==> config.mk <==
export PLATFORM = sky130hd
export DESIGN_NAME = mc_controller
export DESIGN_NICKNAME = d
export VERILOG_FILES = /design/src/rtl/mc_controller.sv
export SDC_FILE = /design/constraint.sdc
export NUM_CORES = 1
export LEC_CHECK = 0
export BUFFER_PORTS_ARGS = -buffer_cell sky130_fd_sc_hd__buf_2
export CAP_MARGIN = 10
export CORE_MARGIN = 5
export CORE_UTILIZATION = 25
export DETAILED_ROUTE_END_ITERATION = 6
export PLACE_DENSITY = 0.59
export SLEW_MARGIN = 5
export SYNTH_ARGS = -nofsm -noshare
export SYNTH_HDL_FRONTEND = slang
export SYNTH_SLANG_ARGS = --single-unit
==> constraint.sdc <==
create_clock -name clk -period 1.6 [get_ports clk]
set_input_delay 0.08 -clock clk [delete_from_list [all_inputs] [get_ports clk]]
set_output_delay 0.08 -clock clk [all_outputs]
set_load 0.02 [all_outputs]
==> src/rtl/mc_controller.sv <==
// Multicycle MIPS control unit: Moore FSM that sequences a shared-memory datapath
// through 3-5 cycles per instruction. Only pcen depends on a live input (zero).
module mc_controller (
    input  logic       clk,
    input  logic       reset,
    input  logic [5:0] op,
    input  logic [5:0] funct,
    input  logic       zero,
    output logic       pcen,
    output logic       memwrite,
    output logic       irwrite,
    output logic       regwrite,
    output logic       iord,
    output logic       memtoreg,
    output logic       regdst,
    output logic       alusrca,
    output logic [1:0] alusrcb,
    output logic [1:0] pcsrc,
    output logic [2:0] alucontrol,
    output logic [3:0] state
);

    typedef enum logic [3:0] {
        StFetch   = 4'd0,
        StDecode  = 4'd1,
        StMemAdr  = 4'd2,
        StMemRd   = 4'd3,
        StMemWb   = 4'd4,
        StMemWr   = 4'd5,
        StRtypeEx = 4'd6,
        StAluWb   = 4'd7,
        StBeqEx   = 4'd8,
        StAddiEx  = 4'd9,
        StAddiWb  = 4'd10,
        StJEx     = 4'd11
    } state_e;

    localparam logic [5:0] OpLw    = 6'b100011;
    localparam logic [5:0] OpSw    = 6'b101011;
    localparam logic [5:0] OpRtype = 6'b000000;
    localparam logic [5:0] OpBeq   = 6'b000100;
    localparam logic [5:0] OpAddi  = 6'b001000;
    localparam logic [5:0] OpJ     = 6'b000010;

    state_e r_state;
    state_e w_next;
    logic   w_pcwrite;
    logic   w_branch;
    logic   w_memwrite;
    logic   w_irwrite;
    logic   w_regwrite;
    logic [2:0] w_funct_alu;

    always_ff @(posedge clk or posedge reset) begin
        if (reset) begin
            r_state <= StFetch;
        end else begin
            r_state <= w_next;
        end
    end

    always_comb begin
        w_funct_alu = 3'b010;
        case (funct)
            6'b100000: w_funct_alu = 3'b010;
            6'b100010: w_funct_alu = 3'b110;
            6'b100100: w_funct_alu = 3'b000;
            6'b100101: w_funct_alu = 3'b001;
            6'b101010: w_funct_alu = 3'b111;
            default:   w_funct_alu = 3'b010;
        endcase
    end

    always_comb begin
        w_next     = StFetch;
        w_pcwrite  = 1'b0;
        w_branch   = 1'b0;
        w_memwrite = 1'b0;
        w_irwrite  = 1'b0;
        w_regwrite = 1'b0;
        iord       = 1'b0;
        memtoreg   = 1'b0;
        regdst     = 1'b0;
        alusrca    = 1'b0;
        alusrcb    = 2'b00;
        pcsrc      = 2'b00;
        alucontrol = 3'b010;
        case (r_state)
            StFetch: begin
                w_irwrite = 1'b1;
                w_pcwrite = 1'b1;
                alusrcb   = 2'b01;
                w_next    = StDecode;
            end
            StDecode: begin
                alusrcb = 2'b11;
                case (op)
                    OpLw, OpSw: w_next = StMemAdr;
                    OpRtype:    w_next = StRtypeEx;
                    OpBeq:      w_next = StBeqEx;
                    OpAddi:     w_next = StAddiEx;
                    OpJ:        w_next = StJEx;
                    default:    w_next = StFetch;
                endcase
            end
            StMemAdr: begin
                alusrca = 1'b1;
                alusrcb = 2'b10;
                w_next  = (op == OpLw) ? StMemRd : StMemWr;
            end
            StMemRd: begin
                iord   = 1'b1;
                w_next = StMemWb;
            end
            StMemWb: begin
                memtoreg   = 1'b1;
                w_regwrite = 1'b1;
            end
            StMemWr: begin
                iord       = 1'b1;
                w_memwrite = 1'b1;
            end
            StRtypeEx: begin
                alusrca    = 1'b1;
                alucontrol = w_funct_alu;
                w_next     = StAluWb;
            end
            StAluWb: begin
                regdst     = 1'b1;
                w_regwrite = 1'b1;
            end
            StBeqEx: begin
                alusrca    = 1'b1;
                alucontrol = 3'b110;
                pcsrc      = 2'b01;
                w_branch   = 1'b1;
            end
            StAddiEx: begin
                alusrca = 1'b1;
                alusrcb = 2'b10;
                w_next  = StAddiWb;
            end
            StAddiWb: begin
                w_regwrite = 1'b1;
            end
            StJEx: begin
                pcsrc     = 2'b10;
                w_pcwrite = 1'b1;
            end
            default: w_next = StFetch;
        endcase
    end

    // Reset masks the enables so FETCH cannot write while held in reset.
    assign pcen     = ~reset & (w_pcwrite | (w_branch & zero));
    assign memwrite = ~reset & w_memwrite;
    assign irwrite  = ~reset & w_irwrite;
    assign regwrite = ~reset & w_regwrite;
    assign state    = r_state;

endmodule

Word level (Yosys, flattened, before mapping) --
Index checks and enable logic that the tools add are counted.
Storage, ports and cells: output and inout bits 19, word-level logic and storage cells 52, bits in registers 4
Cells by class: bitwise logic cells 7, mux-type cells 16, reduce and logical (&&, ||, !) cells 8, eq/ne operators 20
Operator list (number):
- $eq A6 B6 Y1 const B | 6
- $pmux W4 S6 | 1
- $pmux W4 S5 | 1
- $eq A4 B3 Y1 const B | 4
- $eq A4 B4 Y1 const B | 4
- $pmux W3 S4 | 1
- $mux W1 | 9
- $eq A4 B2 Y1 const B | 2
- $reduce_or A2 Y1 | 4
- $eq A6 B2 Y1 const B | 1
- $eq A6 B3 Y1 const B | 1
- $eq A6 B4 Y1 const B | 1
- $logic_not A6 Y1 | 1
- $pmux W2 S3 | 1
- $pmux W3 S2 | 1
- $and A1 B1 Y1 | 5
- $eq A4 B1 Y1 const B | 1
- $logic_not A4 Y1 | 1
- $pmux W2 S2 | 1
- $reduce_or A4 Y1 | 1
- $mux W3 | 1
- $reduce_or A3 Y1 | 1
- $not A1 Y1 | 1
- $or A1 B1 Y1 | 1

Logic depth before layout (Yosys ltp) --
word-level depth 5, mapped depth 4

Worst setup path before layout --
Ideal clock, no wire load.
kind reg-to-output, from reg r_state[3] (netlist: state[3]), to out pcen, required time 1.520 ns, data arrival time 2.172 ns, slack -0.652 ns, stages on the path, launching flop included 5, cells stage by stage dfrtp_1 -> buf_2 -> nor4b_1 -> a21oi_1 -> o21bai_1
On the way: cells in the longest elaborated chain, start to end 5, elaborated cells between the ends (all ways) 9, those cells by class eq/ne: 2; mux: 2; bitwise: 3; reduce/logical: 2
RTL lines:
- start: declaration | RTL line 45 | state_e r_state;
- start signal: assignment | RTL line 56 | r_state <= StFetch;
- start signal: assignment | RTL line 58 | r_state <= w_next;
- $eq A4 B4 Y1 / $logic_not A4 Y1 (equally long branches) | RTL line 88 | case (r_state)
- $reduce_or A2 Y1 (no line) / $mux W1 (equally long branches)
- $mux W1 / $and A1 B1 Y1 (equally long branches) | RTL line 88, 155
- $or A1 B1 Y1 * | RTL line 155 | assign pcen = ~reset & (w_pcwrite | (w_branch & zero));
- $and A1 B1 Y1 * | RTL line 155
- end: declaration | RTL line 9 | output logic pcen,
Mark *: on every way between the ends. The rest lies on a longest branch, timed or not.

Worst setup path after layout --
from reg r_state[3] (netlist: state[3]), to out alucontrol[1]
On the way: cells in the longest elaborated chain, start to end 2, elaborated cells between the ends (all ways) 3, those cells by class eq/ne: 2; mux: 1
RTL lines:
- $eq A4 B4 Y1 / $eq A4 B3 Y1 (equally long branches) | RTL line 88
- $pmux W3 S2 * | RTL line 88
- end: declaration | RTL line 19 | output logic [2:0] alucontrol,
Marked as above.

==> impl_metrics.ini <==
[routing]
vias_per_cell = 4.942
num_vias = 687
wl_met1_um = 743
dr_wl_met2_um = 836
top_layer = met3
drc_errors = 0
wl_per_cell_um = 12.53
drt_first_pass_iters = 4
wirelength_um = 1742
routed-wl-met3_um = 162
ant_nets = 0
drt_iter0_drc = 5

[floorplanning]
start_util_pct = 26.16
std_cell_rows = 16
ios = 34
core_um2 = 1942
fp.dieW_um = 55.08
die_area_um2 = 3033
dieHeight_um = 55.08

[critical_path]
critPathCaptureType = output port
required_ns = 1.52
crit_arrival_ns = 1.64
worstSetupStartpointType = flop
cp_max_fo = 4
critPathKind = reg -> out

[placed_design]
portBuffers = 33
gp_congestion = 0.7874
dp_hpwl_um = 1368

[pwr]
powerDensity_nw_per_um2 = 1016
ir_drop_mv = 0.4393
leakage_nw = 0.4330

[timing]
tightest_slew_ns = 0.3502
finalSetupViolations = 4
hold_violations = 0
slew_viol_final = 0
skew_ns = 0.005736
worst_slack_ns = -0.1209
maxSlewHeadroom_pct = 76.34
max_freq_ghz = 0.5811
setup_tns_ns = -0.2417
fin_hold_ws_ns = 0.1157
post-route-min-period_ns = 1.721
fin_crit_sh_pct = 107.6
rsz0062_at_grt = true

[logic_synthesis]
synth_cells = 66
synth_seq_cells = 4
ys_async_sr_fraction_pct = 100.0
synth_warnings = 0
synth.cell_area_um2 = 508.0
syn_area_per_cell_um2 = 7.697
synth_edf_count = 0
synthFlopType = dfrtp_1
yosysSeqAreaShare_pct = 19.70
synth_fp_nets = 81
yosysUniqueCellTypes = 38

[cells_and_area]
largest_reg_flops = 4
area_delta_synth_final_pct = 82.02
diodes = 0
layout_common_cells = 26 x buf_2, 14 x buf_4, 5 x buf_6
nets = 128
drive_above_1_share_pct = 58.93
final_core_util_pct = 47.62
final_common_cell = buf_2

[flow_run]
cap_violations = 0

[grt]
grt_pass1_vias = 648
grt-ovfl-total = 0
antenna_found_initial = 0
grt_usage_pct = 12.24
grt_pass1_wl_um = 2739
grt_max_degree = 17

[clock_network]
clkLatencyLatePin_ns = 0.23
cts_sinks = 4
clk_pin_slew_worst_paths_ns = 0.04
cts.path.max_buffers = 2
cts_tree = built
cts_buffers = 3
root_buffer = clkbuf_4
htree_levels = 1

[status]
status = complete, but fails checks
violations = negative setup slack

[worst_hold_path]
hp-class = in -> reg
final cells by class:
class	instances	area, um^2
Fill cell	200	1017
Sequential cell	4	103.9
Clock buffer	4	26.28
Timing Repair Buffer	46	301.5
Tap cell	27	33.78
Multi-Input combinational cell	54	444.2
Inverter	4	15.01
worst paths after layout:
path	from	slack, ns	end	depth (start not counted)
worst min register to register	state[3]	0.62	state[0]	2
max in group asynchronous	reset	1.07	state[0]	3
worst max register to register	state[2]	0.09	state[2]	3
worst max-delay path	state[3]	-0.12	alucontrol[1]	4
min in group asynchronous	reset	0.34	state[2]	3
worst min-delay path	op[0]	0.12	state[1]	3
critical path, stage by stage (launching register included):
cell and delay, ns:
dfrtp_1 0.38, and4bb_2 0.33, nand3_2 0.07, or4b_4 0.48, buf_6 0.15
cells in the mapped netlist, types with 2 or more instances:
cell type	instances	area share, %
nor4b_1	2	3.4
clkbuf_1	3	2.2
o21a_1	2	3.0
nor4bb_1	2	3.9
nand2_1	3	2.2
inv_1	4	3.0
a21oi_1	3	3.0
xor2_1	2	3.4
nor2_1	4	3.0
nand2b_1	3	3.7
nor3_1	5	4.9
a31oi_1	2	2.5
nor2b_1	2	2.5
o211ai_1	2	3.0
dfrtp_1	4	20
metrics by stage:
| stage | cell area (um^2) | total power [mW] | worst slack [ns] | instances |
|---|---|---|---|---|
| detailed placement | 790.8 | 0.7322 | 0.07753 | 131 |
| global placement | 790.8 | 0.7245 | 0.08181 | 131 |
| floorplan | 540.5 | 0.5137 | -0.01788 | 66 |
| finish | 924.6 | 0.9393 | -0.1209 | 139 |
| CTS | 888.4 | 0.9061 | -0.1483 | 138 |
| global route | 924.6 | 1.016 | -0.1671 | 139 |
metal layers:
layer	up-vias	track usage [%]
li1	344	-
met4	0	5.263
met5	-	0
met1	318	14.47
met2	25	20.87
met3	0	2.949
power by group:
part | switching [mW] | leakage, nW | internal [mW]
Sequential | 0.0151 | 0.0489 | 0.128
Clock | 0.0397 | 0.0150 | 0.0935
Combinational | 0.378 | 0.369 | 0.285
Total | 0.433 | 0.433 | 0.507
what timing repair did:
| item | CTS | global route |
|---|---|---|
| setup endpoints to repair | 4 | 8 |
| pin swaps | 3 | 3 |
| setup buffers | 2 | 1 |
| hold buffers | 1 | 0 |
| hold endpoints to repair | 4 | 0 |
| resized for setup | 12 | 7 |
cells by family (layout without fill, tap and decap cells):
kind of cell	count (synthesis)	count (layout)	synth area share, %
AO/OA/AOI/OAI	17	17	24.63
XOR/XNOR	3	3	5.173
buffers and inverters	8	54	6.156
flip-flops	4	4	19.71
AND/OR/NAND/NOR	34	34	44.34
(Power assumes the default switching activity.)
